<file path="config.mk">
export PLATFORM = sky130hd
export DESIGN_NAME = paint_dispenser
export DESIGN_NICKNAME = d
export VERILOG_FILES = /design/src/rtl/paint_dispenser_pkg.sv /design/src/rtl/paint_dispenser_dispense_channel.sv /design/src/rtl/paint_dispenser.sv
export SDC_FILE = /design/constraint.sdc
export NUM_CORES = 1
export LEC_CHECK = 0
export ABC_AREA = 0
export CAP_MARGIN = 30
export CORE_ASPECT_RATIO = 1.4
export CORE_MARGIN = 8
export CORE_UTILIZATION = 35
export DETAILED_ROUTE_END_ITERATION = 10
export GPL_TIMING_DRIVEN = 0
export PLACE_DENSITY_LB_ADDON = 0.12
export SYNTH_ARGS = -nofsm -noshare
export SYNTH_HDL_FRONTEND = slang
export SYNTH_HIERARCHICAL = 1
export SYNTH_SLANG_ARGS = --single-unit
</file>
<file path="constraint.sdc">
create_clock -name clk -period 2 [get_ports clk]
set_clock_uncertainty 0.05 [all_clocks]
set_input_delay 0.3 -clock clk [delete_from_list [all_inputs] [get_ports clk]]
set_output_delay 0.3 -clock clk [all_outputs]
set_load 0.005 [all_outputs]
</file>
<file path="src/rtl/paint_dispenser_pkg.sv">
// paint_dispenser_pkg: channel indices and per-channel state encoding shared with the sequencer
package paint_dispenser_pkg;
  localparam int CH_R = 2;
  localparam int CH_Y = 1;
  localparam int CH_B = 0;
  typedef enum logic [1:0] {IDLE, LOAD, RUN, DONE} ch_state_e;
endpackage

</file>
<file path="src/rtl/paint_dispenser_dispense_channel.sv">
// dispense_channel: one pump channel that runs its motor for target x TICKS_PER_UNIT cycles
module dispense_channel
  import paint_dispenser_pkg::*;
#(
  parameter int CNT_W          = 8,
  parameter int TICKS_PER_UNIT = 50000
) (
  input  logic             clk,
  input  logic             reset,
  input  logic             en,
  input  logic [CNT_W-1:0] target,
  output logic             flag,
  output logic             motor_on,
  output logic             step,
  output logic             busy
);
  localparam int TW = $clog2(TICKS_PER_UNIT);
  ch_state_e        state, next_state;
  logic [TW-1:0]    timer;
  logic [CNT_W-1:0] units, tgt;
  logic             tick;
  assign tick = timer == TW'(TICKS_PER_UNIT - 1);
  // state register
  always_ff @(posedge clk or negedge reset)
    if (!reset) state <= IDLE;
    else state <= next_state;
  // next state: dropping en always returns to IDLE, which also discards a partial run
  always_comb begin
    next_state = state;
    case (state)
      IDLE: next_state = en ? LOAD : IDLE;
      LOAD: next_state = !en ? IDLE : (target == '0 ? DONE : RUN);
      RUN:  next_state = !en ? IDLE : (tick && CNT_W'(units + 1'b1) == tgt ? DONE : RUN);
      DONE: next_state = en ? DONE : IDLE;
      default: next_state = IDLE;
    endcase
  end
  // target latch, unit timer and unit counter
  always_ff @(posedge clk or negedge reset)
    if (!reset) begin
      timer <= '0;
      units <= '0;
      tgt   <= '0;
    end else if (state == LOAD) begin
      timer <= '0;
      units <= '0;
      tgt   <= target;
    end else if (state == RUN) begin
      timer <= tick ? '0 : timer + 1'b1;
      units <= units + CNT_W'(tick);
    end
  // outputs decoded from registered state and timer
  always_comb begin
    flag     = state == DONE;
    motor_on = state == RUN;
    step     = state == RUN && tick;
    busy     = state == LOAD || state == RUN;
  end
endmodule

</file>
<file path="src/rtl/paint_dispenser.sv">
// paint_dispenser: three independent pump channels driven by the sequencer's one-hot enables
module paint_dispenser
  import paint_dispenser_pkg::*;
#(
  parameter int CNT_W          = 8,
  parameter int TICKS_PER_UNIT = 50000
) (
  input  logic             clk,
  input  logic             reset,
  input  logic [2:0]       motor_en,
  input  logic [CNT_W-1:0] target_r,
  input  logic [CNT_W-1:0] target_y,
  input  logic [CNT_W-1:0] target_b,
  output logic [2:0]       flags,
  output logic [2:0]       motor_on,
  output logic [2:0]       step,
  output logic             busy
);
  logic [CNT_W-1:0] tgt [3];
  logic [2:0]       ch_busy;
  assign tgt[CH_R] = target_r;
  assign tgt[CH_Y] = target_y;
  assign tgt[CH_B] = target_b;
  assign busy = |ch_busy;
  for (genvar i = 0; i < 3; i++) begin : g_ch
    dispense_channel #(
      .CNT_W(CNT_W),
      .TICKS_PER_UNIT(TICKS_PER_UNIT)
    ) u_ch (
      .clk(clk),
      .reset(reset),
      .en(motor_en[i]),
      .target(tgt[i]),
      .flag(flags[i]),
      .motor_on(motor_on[i]),
      .step(step[i]),
      .busy(ch_busy[i])
    );
  end
endmodule

</file>
After elaboration in Yosys (flattened, before gate mapping):

Cells that the tools add are included.

* shift operators: 0
* multiplexer cells: 36
* multiply operators: 0
* add/subtract/negate cells: 9
* div/mod/pow operators: 0
* $lt $le $gt $ge: 0
* reduce and logical (&&, ||, !) cells: 19
* equal/unequal tests: 15
* bitwise gates (word level): 0

Operators by type and width (count)
* $mux 16: 9
* $add 16x1->16 const B: 3
* $eq 16x16->1 const B: 3
* $mux 8: 6
* $add 8x1->8: 3
* $add 8x1->8 const B: 3
* $eq 8x8->1: 3
* $logic_not 8->1: 3
* $pmux 2 s4: 3
* $mux 2: 9
* $eq 2x2->1 const B: 6
* $mux 1: 9
* $eq 2x1->1 const B: 3
* $logic_and 1x1->1: 6
* $logic_not 2->1: 3
* $reduce_bool 2->1: 3
* $logic_or 1x1->1: 3
* $reduce_or 3->1: 1

* latch bits: 0
* memories: 0
* input bits: 29
* logic and storage cells: 91
* register bits: 102
* ROM bits: 0
* RAM bits: 0
* output and inout bits: 10

Longest topological paths before layout:

Gate-level depths: netlist of run 1.

* depth after elaboration: 6
* depth in mapped cells: 10
* mapped depth without buffers: 10

Hierarchy:

The synthesis of run 1 kept the hierarchy.

Modules (own cells, without submodules)
* dispense_channel: instances 3, area each 2039.5 µm², cells each 211, seq. area each 850.8 µm²
* paint_dispenser: instances 1, area each 6.3 µm², cells each 1, seq. area each 0.0 µm²

Worst setup path before layout of run 1:

OpenSTA, ideal clock, no wires.

* path type: register -> register
* start point: reg g_ch[0].u_ch.timer[0]
* end point: reg g_ch[0].u_ch.units[4]
* stages on the path, launching flop included: 10
* setup time: 130 ps
* period minus slack after synthesis: 2138 ps
* buffers on the path: 0
* data arrival time: 1958 ps
* path slack: -138 ps
* cells stage by stage: dfrtp_1 -> ha_1 -> and3_1 -> nand4b_4 -> nor4_1 -> ha_1 -> ha_1 -> a31oi_1 -> o21ai_0 -> o21ai_0

* word-level cells in the longest chain between the ends: 4

RTL lines
* start: declaration: line paint_dispenser_dispense_channel.sv:19 `logic [TW-1:0] timer;`
* start signal: assignment: line paint_dispenser_dispense_channel.sv:49 `timer <= tick ? '0 : timer + 1'b1;`
* $eq 16x16->1: line paint_dispenser_dispense_channel.sv:22 `assign tick = timer == TW'(TICKS_PER_UNIT - 1);`
* $add 8x1->8: line paint_dispenser_dispense_channel.sv:50 `units <= units + CNT_W'(tick);`
* $mux 8: line paint_dispenser_dispense_channel.sv:48 `end else if (state == RUN) begin`
* $mux 8: line paint_dispenser_dispense_channel.sv:44 `end else if (state == LOAD) begin`
* end signal: assignment: line paint_dispenser_dispense_channel.sv:50
* end: declaration: line paint_dispenser_dispense_channel.sv:20 `logic [CNT_W-1:0] units, tgt;`

Every way passes these cells. The select of a mux whose other input is x is not followed.
A chain may end at the register's enable or synchronous reset.

Worst setup path in the final report of run 1:

* start point: reg g_ch[2].u_ch.timer[4]
* end point: out step[2]

* word-level cells in the longest chain between the ends: 2

RTL lines
* start: declaration: line paint_dispenser_dispense_channel.sv:19
* start signal: assignment: line paint_dispenser_dispense_channel.sv:49
* $eq 16x16->1: line paint_dispenser_dispense_channel.sv:22
* $logic_and 1x1->1: line paint_dispenser_dispense_channel.sv:56 `step = state == RUN && tick;`
* end: declaration: line paint_dispenser.sv:16 `output logic [2:0] step,`

Every way passes these cells.

==> results.py, run 1 <==
metrics = {
    "layout": {
        "n_fill_cell": 1670,
        "num_antenna_cells": 0,
        "final_cells": 966,
        "syn_to_final_growth_pct": 28.8,
        "fin_area_sq_um": 7890,
        "drive_above_1_share": 0.281,
        "nNetsFinal": 779,
        "mostFrequentLayoutCells": "96 x dfrtp_1, 70 x nand2_1, 39 x buf_4",
        "layout.cells.most_common": "dfrtp_1",
    },
    "yosys": {
        "synth_area_leaders": "dfrtp_1 42%, ha_1 4.9%, xnor2_1 4.7%, o21ai_0 4.7%, nand2_1 4.6%",
        "yosysSeqAreaShare": 0.417,
        "yosysTopAreaCell": "dfrtp_1",
        "async_flop_share": 1.00,
        "syn_inst": 634,
        "synth_top_cell_area_share": 0.417,
        "ys.flop_type": "dfrtp_1",
        "synth-seq-cells": 102,
        "synth_warnings": 6,
        "synth_edf_count": 0,
        "yosysUniqueCellTypes": 45,
        "synth_area_sq_um": 6120,
        "syn-num-nets": 687,
        "post_synth.cell_area_avg_sq_um": 9.66,
    },
    "setup_path": {
        "cp_data_required_time_ns": 1.65,
        "slowest_stage": "dfrtp_2",
        "start_kind": "flip-flop",
        "crit_fanout": 5,
        "cp.buffers_inverters": 2,
        "arrival_ns": 1.80,
        "end_kind": "output pin",
        "crit_chain": "nor4_4, nand4b_4, buf_6, nor4_4, buf_2",
        "critPathKind": "reg2out",
        "max_stage_delay_ns": 0.46,
        "crit_top_cell": "nor4_4",
        "cpLargestDelayFamily": "simple AND/OR/NAND/NOR gates",
    },
    "placed_design": {
        "dp_hpwl_mm": 11.5,
        "place_congestion": 0.816,
        "place_ws_ns": -0.288,
        "dp_cells": 909,
        "portBuffers": 38,
        "placed_area_sq_um": 6900,
    },
    "die": {
        "die_area_sq_um": 22000,
        "row_count": 57,
        "dieHeight_um": 173,
        "ios": 39,
        "die_x_um": 128,
        "core_sq_um": 17300,
        "start_util": 0.355,
    },
    "sta": {
        "hold_violations": 0,
        "fin_crit_sh": 1.08,
        "min_period_ns": 2.15,
        "drv_slew": 0,
        "slew_headroom": 0.564,
        "setup_viol": 29,
        "timing.fmax_ghz": 0.465,
        "setup_ws_ns": -0.152,
        "rsz0062_at_grt": "yes",
        "worst_pin_slew_ns": 0.653,
        "fin_setup_tns_ns": -1.49,
    },
    "global_route": {
        "grt_pass1_wl_mm": 26.3,
        "antenna_found_initial": 0,
        "grt_max_degree": 58,
        "gr-total-overflow": 0,
        "track_usage": 0.148,
        "grt_pass1_vias": 5325,
    },
    "clock_network": {
        "cts_buffers": 9,
        "clk_pin_slew_ns": 0.07,
        "clockBufferDepth": 2,
        "clk_latency_ns": 0.35,
        "cts-root-buf": "clkbuf_16",
        "clock_sinks": 102,
        "h-tree-depth": 3,
        "cts_tree": "yes",
    },
    "power": {
        "irDropWorstVdd_v": 0.000374,
        "p_per_area_nw_per_um2": 707,
        "power_w": 0.00558,
        "leakage_nw": 3.28,
    },
    "detailed_routing": {
        "drt-vias-per-instance": 5.32,
        "routed_wl_mm": 16.1,
        "dr.pass1.iters": 4,
        "antenna_left": 0,
        "wl_per_cell_um": 16.7,
        "vias": 5136,
        "first_iter_violations": 218,
        "drc_errors": 0,
    },
    "run": {
        "cap_viol_max_count": 0,
    },
    "status": {
        "outcome": "finished, violations left",
        "violations": "negative setup slack",
    },
    "worst_hold_path": {
        "hold_path_class": "in2async",
    },
}
-- worst paths after layout --
| path | start | end | slack [ns] | cells after the start |
|---|---|---|---|---|
| min reg2reg | g_ch[2].u_ch/tgt[0] | g_ch[2].u_ch/tgt[0] | 0.48 | 1 |
| max reg2reg | g_ch[0].u_ch/timer[0] | g_ch[0].u_ch/units[4] | -0.13 | 9 |
| max in group asynchronous | reset | g_ch[0].u_ch/timer[11] | 0.68 | 3 |
| min | reset | g_ch[1].u_ch/timer[12] | 0.48 | 2 |
| min in group clk | g_ch[2].u_ch/tgt[0] | g_ch[2].u_ch/tgt[0] | 0.48 | 1 |
| max | g_ch[2].u_ch/timer[4] | step[2] | -0.15 | 5 |
-- cell usage after synthesis, types with 18 or more instances --
library cell and n:
dfrtp_1 102, ha_1 24, inv_1 18, mux2_2 21, nand2_1 75, nand3_1 21
nand4_1 24, nor2_1 48, o21ai_0 57, xnor2_1 33, xor2_1 21
-- kinds of logic after synthesis --
| family | Yosys count | synth area share |
|---|---|---|
| AOI/OAI and AO/OA | 129 | 0.144 |
| xor gates and xnor gates | 54 | 0.0772 |
| adders and majority gates | 24 | 0.0490 |
| buffers and inverters | 45 | 0.0294 |
| DFF | 102 | 0.417 |
| muxes | 24 | 0.0435 |
| and+or+nand+nor | 256 | 0.240 |
-- power breakdown --
part / switching (W) / total [W] / internal (W)
combinational: 0.000650 / 0.00124 / 0.000586
sequential: 0.000186 / 0.00245 / 0.00226
clock: 0.000803 / 0.00189 / 0.00109
total: 0.00164 / 0.00558 / 0.00394
-- registers in the layout, summed over array words and instances, names as in the netlist --
name             cells
g_ch.u_ch/state      6
g_ch.u_ch/timer     48
g_ch.u_ch/tgt       24
g_ch.u_ch/units     24
-- through the flow --
stage	hold WS [ns]	util
floorplan	-0.0456	-
global placement	0.466	0.398
detailed placement	0.331	0.400
CTS	0.488	0.443
global route	0.505	0.457
finish	0.477	0.457
-- area by class of cell --
type,instances,area (sq um),area share
Timing Repair Buffer,82,728,0.0923
Inverter,21,88.8,0.0113
Clock inverter,6,87.6,0.0111
Buffer,21,95.1,0.0121
Clock buffer,9,225,0.0286
Multi-Input combinational cell,489,3810,0.483
Tap cell,236,295,0.0374
Sequential cell,102,2560,0.325
-- metal layers --
layer | track usage | share of wire
met5 | 0 | 0
met4 | 0.0671 | 0.024
met3 | 0.0220 | 0.024
met2 | 0.267 | 0.53
met1 | 0.165 | 0.42
-- worst reg2reg max path: stages (launching register included) --
cell and delay [ns]:
dfrtp_1 0.37, ha_2 0.18, and3_4 0.23, nand4b_4 0.16, nor4_4 0.20, ha_2 0.30
ha_4 0.20, a31oi_4 0.09, o21ai_1 0.14, o21ai_1 0.08
-- what timing repair did --
action | 4_1_cts | 5_1_grt
pin swaps | 35 | 38
setup buffers | 38 | 8
endpoints found under the hold margin | 45 | 0
setup endpoints to repair | 70 | 71
gates cloned | 0 | 2
hold buffers | 1 | 0
gates resized for setup | 81 | 55
(Power assumes the default switching activity.)
==> inputs of run 2 (changes only) <==
Settings changed: ABC_AREA 0 to 1, CTS_BUF_LIST set to sky130_fd_sc_hd__clkbuf_4 sky130_fd_sc_hd__clkbuf_8.
==> run 2 against run 1 <==
  * The run now ends clean
  * Global-route usage shrank 0.40 points
  * Critical path depth is 2 lower
  * Clock power decreased by 20%
  * Wire length decreased by 4.8%
  * Register-to-register slack better by 0.25 ns
  * Critical path type unchanged
  * Largest cell class unchanged
  * Largest power group unchanged
  * Highest routed layer unchanged
==> results.py, run 2 <==
metrics = {
    "status": {
        "outcome": "finished clean",
    },
    "clock_network": {
        "clk_latency_ns": 0.38,
        "clk_pin_slew_ns": 0.10,
        "clockBufferDepth": 2,
        "h-tree-depth": 3,
        "cts_tree": "yes",
        "cts_buffers": 9,
        "clock_sinks": 102,
        "cts-root-buf": "clkbuf_8",
    },
    "detailed_routing": {
        "first_iter_violations": 185,
        "antenna_left": 0,
        "wl_per_cell_um": 12.9,
        "drc_errors": 0,
        "vias": 5619,
        "dr.pass1.iters": 4,
        "routed_wl_mm": 15.3,
        "drt-vias-per-instance": 4.71,
    },
    "die": {
        "die_x_um": 130,
        "dieHeight_um": 175,
        "die_area_sq_um": 22700,
        "start_util": 0.355,
        "row_count": 58,
        "core_sq_um": 17900,
        "ios": 39,
    },
    "layout": {
        "nNetsFinal": 1002,
        "fin_area_sq_um": 7840,
        "top_regs": "g_ch.u_ch/timer x48, g_ch.u_ch/tgt x24, g_ch.u_ch/units x24",
        "top_register": "g_ch.u_ch/timer",
        "largest_register_ffs": 48,
        "layout.cells.most_common": "nand2_1",
        "num_antenna_cells": 0,
        "drive_above_1_share": 0.197,
        "mostFrequentLayoutCells": "247 x nand2_1, 99 x dfrtp_1, 92 x nor2_1",
        "syn_to_final_growth_pct": 23.8,
        "post-route-util": 0.439,
        "n_fill_cell": 1873,
    },
    "placed_design": {
        "placed_area_sq_um": 7040,
        "portBuffers": 38,
        "place_congestion": 0.791,
        "dp_hpwl_mm": 11.2,
    },
    "sta": {
        "fin_crit_sh": 0.955,
        "timing.fmax_ghz": 0.523,
        "drv_slew": 0,
        "worst_pin_slew_ns": 0.676,
        "rsz0062_at_grt": "yes",
        "hold_violations": 0,
        "setup_viol": 0,
        "min_period_ns": 1.91,
        "slew_headroom": 0.550,
    },
    "setup_path": {
        "arrival_ns": 1.56,
        "timing.reg2reg.worst_path_depth": 13,
        "critPathKind": "reg2out",
        "crit_fanout": 2,
        "critPathLaunch": "g_ch[2].u_ch/state[0]",
        "end_kind": "output pin",
        "start_kind": "flip-flop",
        "reg2reg_from": "g_ch[2].u_ch/timer[0]",
        "cp_data_required_time_ns": 1.65,
    },
    "yosys": {
        "yosysSeqAreaShare": 0.403,
        "synth-seq-cells": 102,
        "async_flop_share": 1.00,
        "synth_area_leaders": "dfrtp_1 40%, nand2_1 15%, nor2_1 6.3%, inv_1 5.2%, ha_1 4.7%",
        "ys.flop_type": "dfrtp_1",
        "yosys-top-cells-count": "250 x nand2_1, 106 x nor2_1, 102 x dfrtp_1",
        "synth_top_cell_area_share": 0.403,
        "syn_inst": 858,
        "synth_area_sq_um": 6330,
        "yosysTopAreaCell": "dfrtp_1",
        "synth_edf_count": 0,
        "post_synth.cell_area_avg_sq_um": 7.38,
        "syn-num-nets": 911,
        "yosysMostFrequentCell": "nand2_1",
        "synth_warnings": 6,
        "yosysUniqueCellTypes": 33,
    },
    "power": {
        "irDropWorstVdd_v": 0.000313,
        "leakage_nw": 3.67,
        "p_per_area_nw_per_um2": 669,
    },
    "worst_hold_path": {
        "hold_path_class": "in2reg",
        "worstHoldPathCells": 3,
        "holdCritStartpoint": "motor_en[2]",
    },
    "global_route": {
        "grt_max_degree": 54,
        "antenna_found_initial": 0,
        "gr-total-overflow": 0,
        "track_usage": 0.144,
        "grt_pass1_vias": 5749,
        "grt_pass1_wl_mm": 26.4,
    },
    "run": {
        "cap_viol_max_count": 0,
    },
}
## run 2: logic make-up (layout without fill, tap and decap cells)
family | count (synthesis) | in the layout | synth area share
and+or+nand+nor | 491 | 491 | 0.349
AOI/OAI and AO/OA | 96 | 96 | 0.0860
adders and majority gates | 24 | 24 | 0.0474
xor gates and xnor gates | 30 | 30 | 0.0415
DFF | 102 | 102 | 0.403
buffers and inverters | 115 | 210 | 0.0729
## run 2: timing repair
| action | in CTS | in global routing |
|---|---|---|
| hold buffers | 1 | 0 |
| setup buffers | 19 | 21 |
| endpoints found under the hold margin | 49 | 0 |
| pin swaps | 10 | 19 |
| gates resized for setup | 52 | 39 |
| setup endpoints to repair | 10 | 16 |
## run 2: final cells by class
type / count / area [sq um] / area share
Multi-Input combinational cell: 641 / 3580 / 0.457
Buffer: 12 / 75.1 / 0.00958
Sequential cell: 102 / 2560 / 0.326
Clock inverter: 3 / 67.6 / 0.00862
Inverter: 103 / 393 / 0.0501
Clock buffer: 12 / 159 / 0.0203
Timing Repair Buffer: 80 / 704 / 0.0899
Tap cell: 240 / 300 / 0.0383
## run 2: worst paths after layout
check | end | slack (ns)
max | flags[2] | 0.09
min | g_ch[2].u_ch/state[0] | 0.43
max reg2reg | g_ch[2].u_ch/units[6] | 0.12
min reg2reg | g_ch[1].u_ch/tgt[1] | 0.45
max in group asynchronous | g_ch[0].u_ch/tgt[0] | 0.75
min in group asynchronous | g_ch[1].u_ch/timer[6] | 0.44
## run 2: report_power, final
part | internal [W] | leakage (nW) | switching, W | total (W)
Combinational | 0.000534 | 2.19 | 0.000706 | 0.00124
Clock | 0.000782 | 0.112 | 0.000734 | 0.00152
Sequential | 0.00229 | 1.36 | 0.000199 | 0.00249
## run 2: critical path: stages, from the launching register on
cell             delay, ns
dfrtp_1               0.40
buf_4                 0.14
ha_1                  0.19
clkdlybuf4s50_1       0.45
## run 2: per-stage QoR
| step | worst slack [ns] | hold slack [ns] | cells | TNS [ns] | total power, W |
|---|---|---|---|---|---|
| after detailed placement | -0.207 | 0.338 | 1137 | -0.816 | 0.00360 |
| final | 0.0892 | 0.431 | 1193 | 0 | 0.00524 |
| after global placement | -3.68 | 0.426 | 1136 | -375.60 | 0.00358 |
| after global routing | -0.0368 | 0.421 | 1193 | -0.0939 | 0.00561 |
| after floorplan | 0.120 | -0.0456 | 858 | 0 | 0.00323 |
| after CTS | -0.0162 | 0.402 | 1172 | -0.0162 | 0.00531 |
## run 2: metal layers
| layer | GRT usage | routed length [um] | vias up |
|---|---|---|---|
| met1 | 0.160 | 6460 | 2631 |
| li1 | - | - | 2910 |
| met2 | 0.264 | 8270 | 59 |
| met4 | 0.0588 | 303 | 0 |
| met3 | 0.0201 | 313 | 19 |
| met5 | 0 | 0 | - |
==> inputs of run 3 (changes only) <==
==> constraint.sdc (replaced) <==
create_clock -name clk -period 2 [get_ports clk]
set_clock_uncertainty 0.05 [all_clocks]
set_input_delay 0.5 -clock clk [delete_from_list [all_inputs] [get_ports clk]]
set_output_delay 0.5 -clock clk [all_outputs]
set_load 0.005 [all_outputs]
==> run 3 against run 2 <==
  * The run now ends with negative setup slack left
  * Sequential cell count unchanged
  * Sequential power about the same
  * Utilization increased by 0.42 points
  * Clock-buffer cell count unchanged
  * Die area unchanged
  * Critical path type unchanged
==> results.py, run 3 (synthesis gave the netlist of run 2 again) <==
metrics = {
    "status": {
        "outcome": "finished, violations left",
        "violations": "negative setup slack",
    },
    "die": {
        "start_util": 0.355,
        "core_sq_um": 17900,
        "row_count": 58,
        "dieHeight_um": 175,
        "die_x_um": 130,
        "die_area_sq_um": 22700,
        "ios": 39,
    },
    "layout": {
        "nNetsFinal": 1011,
        "mostFrequentLayoutCells": "244 x nand2_1, 96 x dfrtp_1, 91 x nor2_1",
        "post-route-util": 0.443,
        "final_cells": 1202,
        "layout.cells.most_common": "nand2_1",
        "seq_area_sq_um": 2560,
        "top_regs": "g_ch.u_ch/timer x48, g_ch.u_ch/tgt x24, g_ch.u_ch/units x24",
        "drive_above_1_share": 0.214,
        "top_register": "g_ch.u_ch/timer",
        "syn_to_final_growth_pct": 25.0,
        "num_antenna_cells": 0,
        "largest_register_ffs": 48,
        "multiInputGateArea_sq_um": 3590,
        "n_fill_cell": 1883,
    },
    "detailed_routing": {
        "dr.pass1.iters": 5,
        "first_iter_violations": 194,
        "drt-vias-per-instance": 4.71,
        "wl_per_cell_um": 12.9,
        "drc_errors": 0,
        "antenna_left": 0,
        "vias": 5660,
        "routed_wl_mm": 15.6,
    },
    "sta": {
        "slew_headroom": 0.547,
        "fin_crit_sh": 1.02,
        "setup_viol": 3,
        "rsz0062_at_grt": "yes",
        "drv_slew": 0,
        "hold_violations": 0,
        "min_period_ns": 2.03,
        "worst_pin_slew_ns": 0.680,
        "fin_setup_tns_ns": -0.0825,
        "setup_ws_ns": -0.0338,
        "timing.fmax_ghz": 0.492,
    },
    "power": {
        "p_per_area_nw_per_um2": 664,
        "power_w": 0.00525,
        "irDropWorstVdd_v": 0.000308,
        "leakage_nw": 3.71,
    },
    "setup_path": {
        "rrSetupSlack_ns": 0.08,
        "arrival_ns": 1.48,
        "critPathLaunch": "g_ch[0].u_ch/timer[4]",
        "reg2reg_from": "g_ch[0].u_ch/timer[4]",
        "crit_fanout": 3,
        "timing.reg2reg.worst_path_depth": 13,
        "cp_data_required_time_ns": 1.45,
        "start_kind": "flip-flop",
        "end_kind": "output pin",
        "timing.rr.end": "g_ch[0].u_ch/units[6]",
        "critPathKind": "reg2out",
    },
    "placed_design": {
        "dp_hpwl_mm": 11.2,
        "portBuffers": 38,
        "dp_cells": 1137,
        "place_ws_ns": -0.236,
        "place_congestion": 0.791,
    },
    "worst_hold_path": {
        "hold_path_class": "in2async",
    },
    "clock_network": {
        "clk_pin_slew_ns": 0.10,
        "cts_buffers": 9,
        "clockBufferDepth": 2,
        "clk_latency_ns": 0.38,
        "cts-root-buf": "clkbuf_8",
        "cts_hold_buf": 0,
        "h-tree-depth": 3,
        "clock_sinks": 102,
        "cts_tree": "yes",
    },
    "global_route": {
        "track_usage": 0.146,
        "grt_max_degree": 54,
        "gr-total-overflow": 0,
        "grt_pass1_vias": 5855,
        "antenna_found_initial": 0,
        "grt_pass1_wl_mm": 26.8,
    },
    "run": {
        "cap_viol_max_count": 0,
    },
}
[run 3: changes by cell type in the layout (fill, tap and decap cells not counted), moves of 2 or more]
cell             before  now
dfrtp_1              99   96
dfrtp_2               3    6
clkdlybuf4s50_1      31   27
buf_4                41   49
buf_6                 3    5
nand2_1             247  244
dlymetal6s2s_1        2    0
inv_6                 0    2
clkdlybuf4s15_1       0    2
dlygate4sd2_1         1    4
nand2_2              12   14
[run 3: timing repair]
| item | 4_1_cts | 5_1_grt |
|---|---|---|
| endpoints found under the setup margin | 16 | 18 |
| buffers inserted | 34 | 16 |
| pin swaps | 21 | 21 |
| resized for setup | 70 | 41 |
[run 3: how the worst max path moves through the flow]
stage / end / depth (start not counted)
6_report: step[0] / 6
5_1_grt: step[2] / 6
4_1_cts: step[0] / 7
3_5_place_dp: busy / 5
3_3_place_gp: g_ch[2].u_ch/tgt[6] / 1
2_1_floorplan: g_ch[0].u_ch/units[6] / 12
[run 3: final cells by class]
cell class | count | share of cell area
plain buffers | 12 | 0.00948
clock buffers | 12 | 0.0201
clock inverters | 3 | 0.00854
inverters | 103 | 0.0506
multi-input cells | 641 | 0.454
flip-flops and latches | 102 | 0.323
well taps | 240 | 0.0379
repair buffers | 89 | 0.0964
[run 3: power by group]
group,switching [W],internal (W),total [W]
sequential,0.000198,0.00229,0.00249
combinational,0.000712,0.000543,0.00126
clock,0.000731,0.000782,0.00151
total,0.00164,0.00361,0.00525
[run 3: routing by layer]
metal | vias to the layer above | GRT usage | share of wire
met1 | 2643 | 0.161 | 0.42
met3 | 25 | 0.0210 | 0.022
met2 | 66 | 0.269 | 0.54
met5 | - | 0 | 0
met4 | 0 | 0.0631 | 0.022
li1 | 2926 | - | -
[run 3: stage by stage]
| step | area (sq um) | hold slack (ns) |
|---|---|---|
| floorplan | 6330 | 0.154 |
| global placement | 7010 | 0.426 |
| detailed placement | 7040 | 0.433 |
| CTS | 7680 | 0.101 |
| global route | 7920 | 0.133 |
| finish | 7920 | 0.0880 |
[run 3: worst max-delay path, stage by stage, from the launching register on]
cell,delay (ns)
dfrtp_2,0.44
nor2_2,0.13
nand2_1,0.07
nor2_2,0.12
nand2_2,0.10
nor2_4,0.12
buf_2,0.13
